$ cat config.mk
export PLATFORM = sky130hd
export DESIGN_NAME = pfir_coef_loader
export DESIGN_NICKNAME = d
export VERILOG_FILES = /design/src/rtl/pfir_coef_loader.sv
export SDC_FILE = /design/constraint.sdc
export NUM_CORES = 1
export LEC_CHECK = 0
export CAP_MARGIN = 20
export CORE_ASPECT_RATIO = 1.1
export CORE_MARGIN = 1.5
export CORE_UTILIZATION = 40
export DETAILED_ROUTE_END_ITERATION = 8
export HOLD_SLACK_MARGIN = 0.15
export MAX_ROUTING_LAYER = met4
export PLACE_DENSITY = 0.67
export SYNTH_ARGS = -nofsm -noshare
export SYNTH_HDL_FRONTEND = slang
export SYNTH_SLANG_ARGS = --single-unit
$ cat constraint.sdc
create_clock -name clk -period 1.65 [get_ports clk]
set_input_delay 0.2475 -clock clk [delete_from_list [all_inputs] [get_ports clk]]
set_output_delay 0.2475 -clock clk [all_outputs]
set_load 0.03 [all_outputs]
$ cat src/rtl/pfir_coef_loader.sv
// Purpose : serialises host coefficient records into 9-bit FIR programming writes, framed by
//           the FIR reset burst, address-pointer resets, a null terminator and a settle gap.
// Latency : record accepted in WAIT -> first pdata word on the next cycle, 4 words back to back.
// Backpressure: crdy is high only in WAIT; one record per 5 cycles with cv held high.
//
// Ports:
//   clk, mrst            clock, synchronous active-high reset
//   start                begin a load session (only honoured in IDLE)
//   cv/crdy              record handshake; cw/coef/cidx are the record fields
//   fin                  host "no more records" level, looked at in WAIT when cv=0
//   frst                 reset to the FIR engine
//   pdata/pwr/prst       FIR programming port
//   busy/cfg_done/nwr    session status, end-of-session pulse, accepted-record count

module pfir_coef_loader #(
  parameter int FRST_CYC   = 16,
  parameter int SETTLE_CYC = 8
) (
  input  logic        clk,
  input  logic        mrst,
  input  logic        start,
  input  logic        cv,
  output logic        crdy,
  input  logic        cw,
  input  logic [24:0] coef,
  input  logic [9:0]  cidx,
  input  logic        fin,
  output logic        frst,
  output logic [8:0]  pdata,
  output logic        pwr,
  output logic        prst,
  output logic        busy,
  output logic        cfg_done,
  output logic [10:0] nwr
);

  typedef enum logic [3:0] {
    S_IDLE, S_FRST, S_GAP0, S_PRST1, S_GAP1, S_WAIT,
    S_SER, S_TERM, S_PRST2, S_GAP2, S_SETTLE, S_DONE
  } state_t;

  localparam logic [15:0] FRST_LD   = 16'(FRST_CYC - 1);
  localparam logic [15:0] SETTLE_LD = 16'(SETTLE_CYC - 1);

  state_t      state_q, state_d;
  logic [15:0] cnt_q, cnt_d;
  logic [1:0]  wcnt_q, wcnt_d;
  // Words 1..3 still to be sent, lowest 9 bits next. Record packed as {cw, coef, cidx}
  // makes every programming word a plain 9-bit slice.
  logic [26:0] sreg_q, sreg_d;
  logic [8:0]  pdata_q, pdata_d;
  logic [10:0] nwr_q, nwr_d;
  logic        frst_q, frst_d;
  logic        pwr_q, pwr_d;
  logic        prst_q, prst_d;
  logic        crdy_q, crdy_d;
  logic        busy_q, busy_d;
  logic        done_q, done_d;

  always_comb begin
    state_d = state_q;
    cnt_d   = cnt_q;
    wcnt_d  = wcnt_q;
    sreg_d  = sreg_q;
    nwr_d   = nwr_q;
    pdata_d = '0;

    case (state_q)
      S_IDLE: begin
        if (start) begin
          state_d = S_FRST;
          cnt_d   = FRST_LD;
          nwr_d   = '0;
        end
      end
      S_FRST: begin
        if (cnt_q == '0) state_d = S_GAP0;
        else             cnt_d   = cnt_q - 16'd1;
      end
      S_GAP0:  state_d = S_PRST1;
      S_PRST1: state_d = S_GAP1;
      S_GAP1:  state_d = S_WAIT;
      S_WAIT: begin
        // A valid record wins over fin; the terminator waits for a WAIT cycle with cv=0.
        if (cv) begin
          state_d = S_SER;
          wcnt_d  = '0;
          pdata_d = cidx[8:0];
          sreg_d  = {cw, coef, cidx[9]};
          if (nwr_q != 11'h7FF) nwr_d = nwr_q + 11'd1;
        end else if (fin) begin
          state_d = S_TERM;
          wcnt_d  = '0;
          sreg_d  = '0;
        end
      end
      S_SER, S_TERM: begin
        if (wcnt_q == 2'd3) begin
          state_d = (state_q == S_SER) ? S_WAIT : S_PRST2;
        end else begin
          wcnt_d  = wcnt_q + 2'd1;
          pdata_d = sreg_q[8:0];
          sreg_d  = {9'd0, sreg_q[26:9]};
        end
      end
      S_PRST2: state_d = S_GAP2;
      S_GAP2: begin
        state_d = S_SETTLE;
        cnt_d   = SETTLE_LD;
      end
      S_SETTLE: begin
        if (cnt_q == '0) state_d = S_DONE;
        else             cnt_d   = cnt_q - 16'd1;
      end
      S_DONE:  state_d = S_IDLE;
      default: state_d = S_IDLE;
    endcase

    // Outputs are decoded from the next state so they line up with the registered state.
    frst_d = (state_d == S_FRST);
    pwr_d  = (state_d == S_SER) || (state_d == S_TERM);
    prst_d = (state_d == S_PRST1) || (state_d == S_PRST2);
    crdy_d = (state_d == S_WAIT);
    busy_d = (state_d != S_IDLE);
    done_d = (state_d == S_DONE);
  end

  always_ff @(posedge clk) begin
    if (mrst) begin
      state_q <= S_IDLE;
      cnt_q   <= '0;
      wcnt_q  <= '0;
      sreg_q  <= '0;
      pdata_q <= '0;
      nwr_q   <= '0;
      frst_q  <= 1'b0;
      pwr_q   <= 1'b0;
      prst_q  <= 1'b0;
      crdy_q  <= 1'b0;
      busy_q  <= 1'b0;
      done_q  <= 1'b0;
    end else begin
      state_q <= state_d;
      cnt_q   <= cnt_d;
      wcnt_q  <= wcnt_d;
      sreg_q  <= sreg_d;
      pdata_q <= pdata_d;
      nwr_q   <= nwr_d;
      frst_q  <= frst_d;
      pwr_q   <= pwr_d;
      prst_q  <= prst_d;
      crdy_q  <= crdy_d;
      busy_q  <= busy_d;
      done_q  <= done_d;
    end
  end

  assign crdy     = crdy_q;
  assign frst     = frst_q;
  assign pdata    = pdata_q;
  assign pwr      = pwr_q;
  assign prst     = prst_q;
  assign busy     = busy_q;
  assign cfg_done = done_q;
  assign nwr      = nwr_q;

endmodule

==> run_results.csv <==
group,metric,value,unit
outcome,outcome,"complete, but fails checks",
outcome,violations_in_the_final_reports,"negative setup slack",
critical_path,setup.worst_path.start_class,"register",
timing,report.final.hold_viol_count,0,
layout,design_area,5863,sq um
floorplanning,chipWidth,91.66,um
min_path,min_path_type,"in -> reg",
synthesis,total_of_flip_flops_plus_latches_after_synthesis,75,
timing,worst_slew_pin_slew,577.3,ps
place,place.port_buffers,66,
timing,max_clock_freq,0.5502,GHz
critical_path,category_of_the_most_critical_setup_path,"reg -> reg",
clock_network,num_cts_buffers,9,
critical_path,timing.critical_path.fanout_max,5,
layout,seq_area,1535,sq um
power,combinationalPowerShare,39.2,%
routing,routed_wl,11310,um
layout,footprint_of_the_multi_input_gates,2421,sq um
place,place.gp.congestion,0.8107,
synthesis,ys_async_sr_fraction,0,%
critical_path,worst_ep_required_time,1930,ps
floorplanning,placementRows,35,
timing,finalSetupTns,-1882,ps
synthesis,syn_area,3458,sq um
clock_network,clockRootBuffer,"clkbuf_8",
power,clock_power_share,24.1,%
grt,grt_antenna_before_repair,0,
grt,grt_overflow_total,0,
timing,clock-skew-final,21.73,ps
layout,final_cell_mix,"60 x dfxtp_1, 59 x buf_4, 55 x clkdlybuf4s50_1",
power,share_seq_of_total_power,36.6,%
layout,antenna_cells_inserted,0,
routing,drcViolationCount,0,
grt,grt_pass1_wl,16080,um
timing,timing.final.max_slew_violations,0,
power,power_density,952.4,nW/um^2
job,timing.max_cap.violations,0,
clock_network,tritoncts_num_sinks,75,
floorplanning,core_area,8364,sq um
timing,setup_slack,-167.4,ps
layout,area_growth,69.54,%
clock_network,cts_tree,"built",
floorplanning,fp.dieArea,9213,sq um
routing,firstDrtPassIters,4,
power,netSwitchingPower,0.001923,W
routing,ant_nets,0,
grt,maximum_number_of_pins_on_one_net_before_global_route_repair,30,
layout,final_core_utilization,70.10,%
clock_network,clk_pin_slew,100,ps
synthesis,synth.yosys.seq_area_share,43.42,%
power,ir_drop,577.4,uV
timing,final_min_period_over_clock_period,110.1,%
layout,post_route_cells_drive_above_1_share,38.74,%
layout,fill_cells,578,
grt,via_count_of_the_first_global_routing_pass,3390,
place,dpl_cell_area,4688,sq um
clock_network,ctsHoldBuffers,0,
routing,vias,3735,
place,post_dp_hpwl,6205,um
synthesis,syn-instance-count,416,
grt,grt_use_met1,28.71,%
clock_network,cts-root-to-sink-buffers,2,
power,leakagePower,2.153,nW
synthesis,postSynth.topFlopCell,"dfxtp_1",
layout,mostFrequentLayoutCell,"dfxtp_1",
floorplanning,start_util,41.35,%
grt,grt_most_used_layer,"met2",
timing,max_slew_margin,61.11,%
synthesis,synth_nets,461,
critical_path,timing.critical_path.to_type,"register",
clock_network,h-tree-depth,3,
grt,met3_usage,2.866,%
routing,route.detailed.wl_per_inst,16.98,um
timing,grt_setup_unrepaired,"yes",
synthesis,synth_cell_type_count,50,
routing,vias_per_cell,5.608,
power,cellInternalPower,0.003661,W
floorplanning,die_height,100.5,um
layout,finish.net_count,595,
routing,drt_first_iter_violations,184,
timing,final_period_minus_worst_setup_slack,1817,ps
synthesis,synth_area_per_cell,8.313,sq um
grt,grtUsageMet2,35.99,%
critical_path,critPathArrivalTime,2100,ps
clock_network,insertion_delay,360,ps
grt,grtUsageTotal,22.37,%
synthesis,count_of_warnings_emitted_by_yosys,0,
timing,setup_viol,33,
timing,fin_worst_hold_slack,438.7,ps
synthesis,edff_count_synth,0,
floorplanning,io-pin-count,67,
power,swShare,34.43,%
## final cells by class
type	instances	area share [%]
Multi-Input combinational cell	305	41.29
Timing Repair Buffer	153	26.70
Sequential cell	75	26.18
Tap cell	111	2.369
Clock buffer	9	2.113
Clock inverter	7	0.9603
Inverter	6	0.3841
## critical path, stage by stage (launching register included)
cell	delay (ps)
dfxtp_4	370
nor4bb_4	480
o2111ai_2	260
or4_4	530
a21oi_2	120
## metal layers
metal,routed length (um),vias to the layer above
met5,0,-
met3,354,20
met2,5679,105
met4,201,0
met1,5075,1833
li1,-,1777
## cells in the mapped netlist, types with 3 or more instances
library cell	n	area (sq um)
o31ai_1	3	22.52
nand2_1	38	142.6
inv_1	6	22.52
nand3_1	35	175.2
nor3b_1	4	30.03
nor2b_1	10	62.56
o21ai_0	16	80.08
clkbuf_1	17	63.81
a311oi_1	19	166.4
nor4_1	9	56.30
buf_4	3	22.52
nor2_1	56	210.2
dfxtp_1	75	1501
or3_1	11	68.82
buf_2	8	40.04
or2_2	3	18.77
mux2i_1	3	30.03
nor3_1	7	35.03
ha_1	4	50.05
a22oi_1	10	75.07
and2_1	4	25.02
a21oi_1	26	130.1
o21a_1	3	22.52
xnor2_1	11	96.34
## final timing paths
check	slack, ps	to	from	cells past startpoint
min reg2reg	460	sreg_q[20]$_SDFFE_PP0P_	sreg_q[20]$_SDFFE_PP0P_	2
min	440	sreg_q[22]$_SDFFE_PP0P_	coef[21]	3
max	-170	cnt_q[15]$_SDFFE_PP0P_	state_q[0]$_SDFF_PP0_	4
max reg2reg	-170	cnt_q[15]$_SDFFE_PP0P_	state_q[0]$_SDFF_PP0_	4
## power by group through the flow
stage	registers, W	logic, W	clock network, W
2_1_floorplan	0.00209	0.000744	0
6_report	0.00205	0.00219	0.00135
3_3_place_gp	0.00205	0.00140	0
4_1_cts	0.00203	0.00180	0.00136
3_5_place_dp	0.00205	0.00143	0
5_1_grt	0.00206	0.00232	0.00143
## flip-flops by register name, indices dropped and copies added (netlist names)
name / cells
state_q: 4
pdata: 9
sreg_q: 27
crdy: 1
frst: 1
nwr: 11
cnt_q: 16
cfg_done: 1
busy: 1
wcnt_q: 2
pwr: 1
prst: 1
## logic make-up (layout without fill, tap and decap cells)
family                     count (synthesis)  in the layout  share of synthesized area [%]
AOI/OAI and AO/OA                         93             93                          18.67
and+or+nand+nor                          193            193                          28.04
xor gates and xnor gates                  12             12                          3.039
adders and majority gates                  4              4                          1.447
muxes                                      3              3                         0.8683
buffers and inverters                     36            175                          4.522
DFF                                       75             75                          43.42
## metrics by stage
stage / instances / setup WS (ps) / total power [W]
after floorplan: 416 / -8.762 / 0.002832
after global routing: 666 / -238.4 / 0.005811
after global placement: 622 / -288.8 / 0.003452
after CTS: 649 / -146.7 / 0.005188
final: 666 / -167.4 / 0.005584
after detailed placement: 622 / -328.3 / 0.003480
## repair_timing
action	in CTS	in global routing
resized for setup	74	95
pin swaps	25	56
setup buffers	11	13
endpoints found under the setup margin	61	67
gates cloned	2	6
No activity file was read; power rests on OpenSTA's default activity.
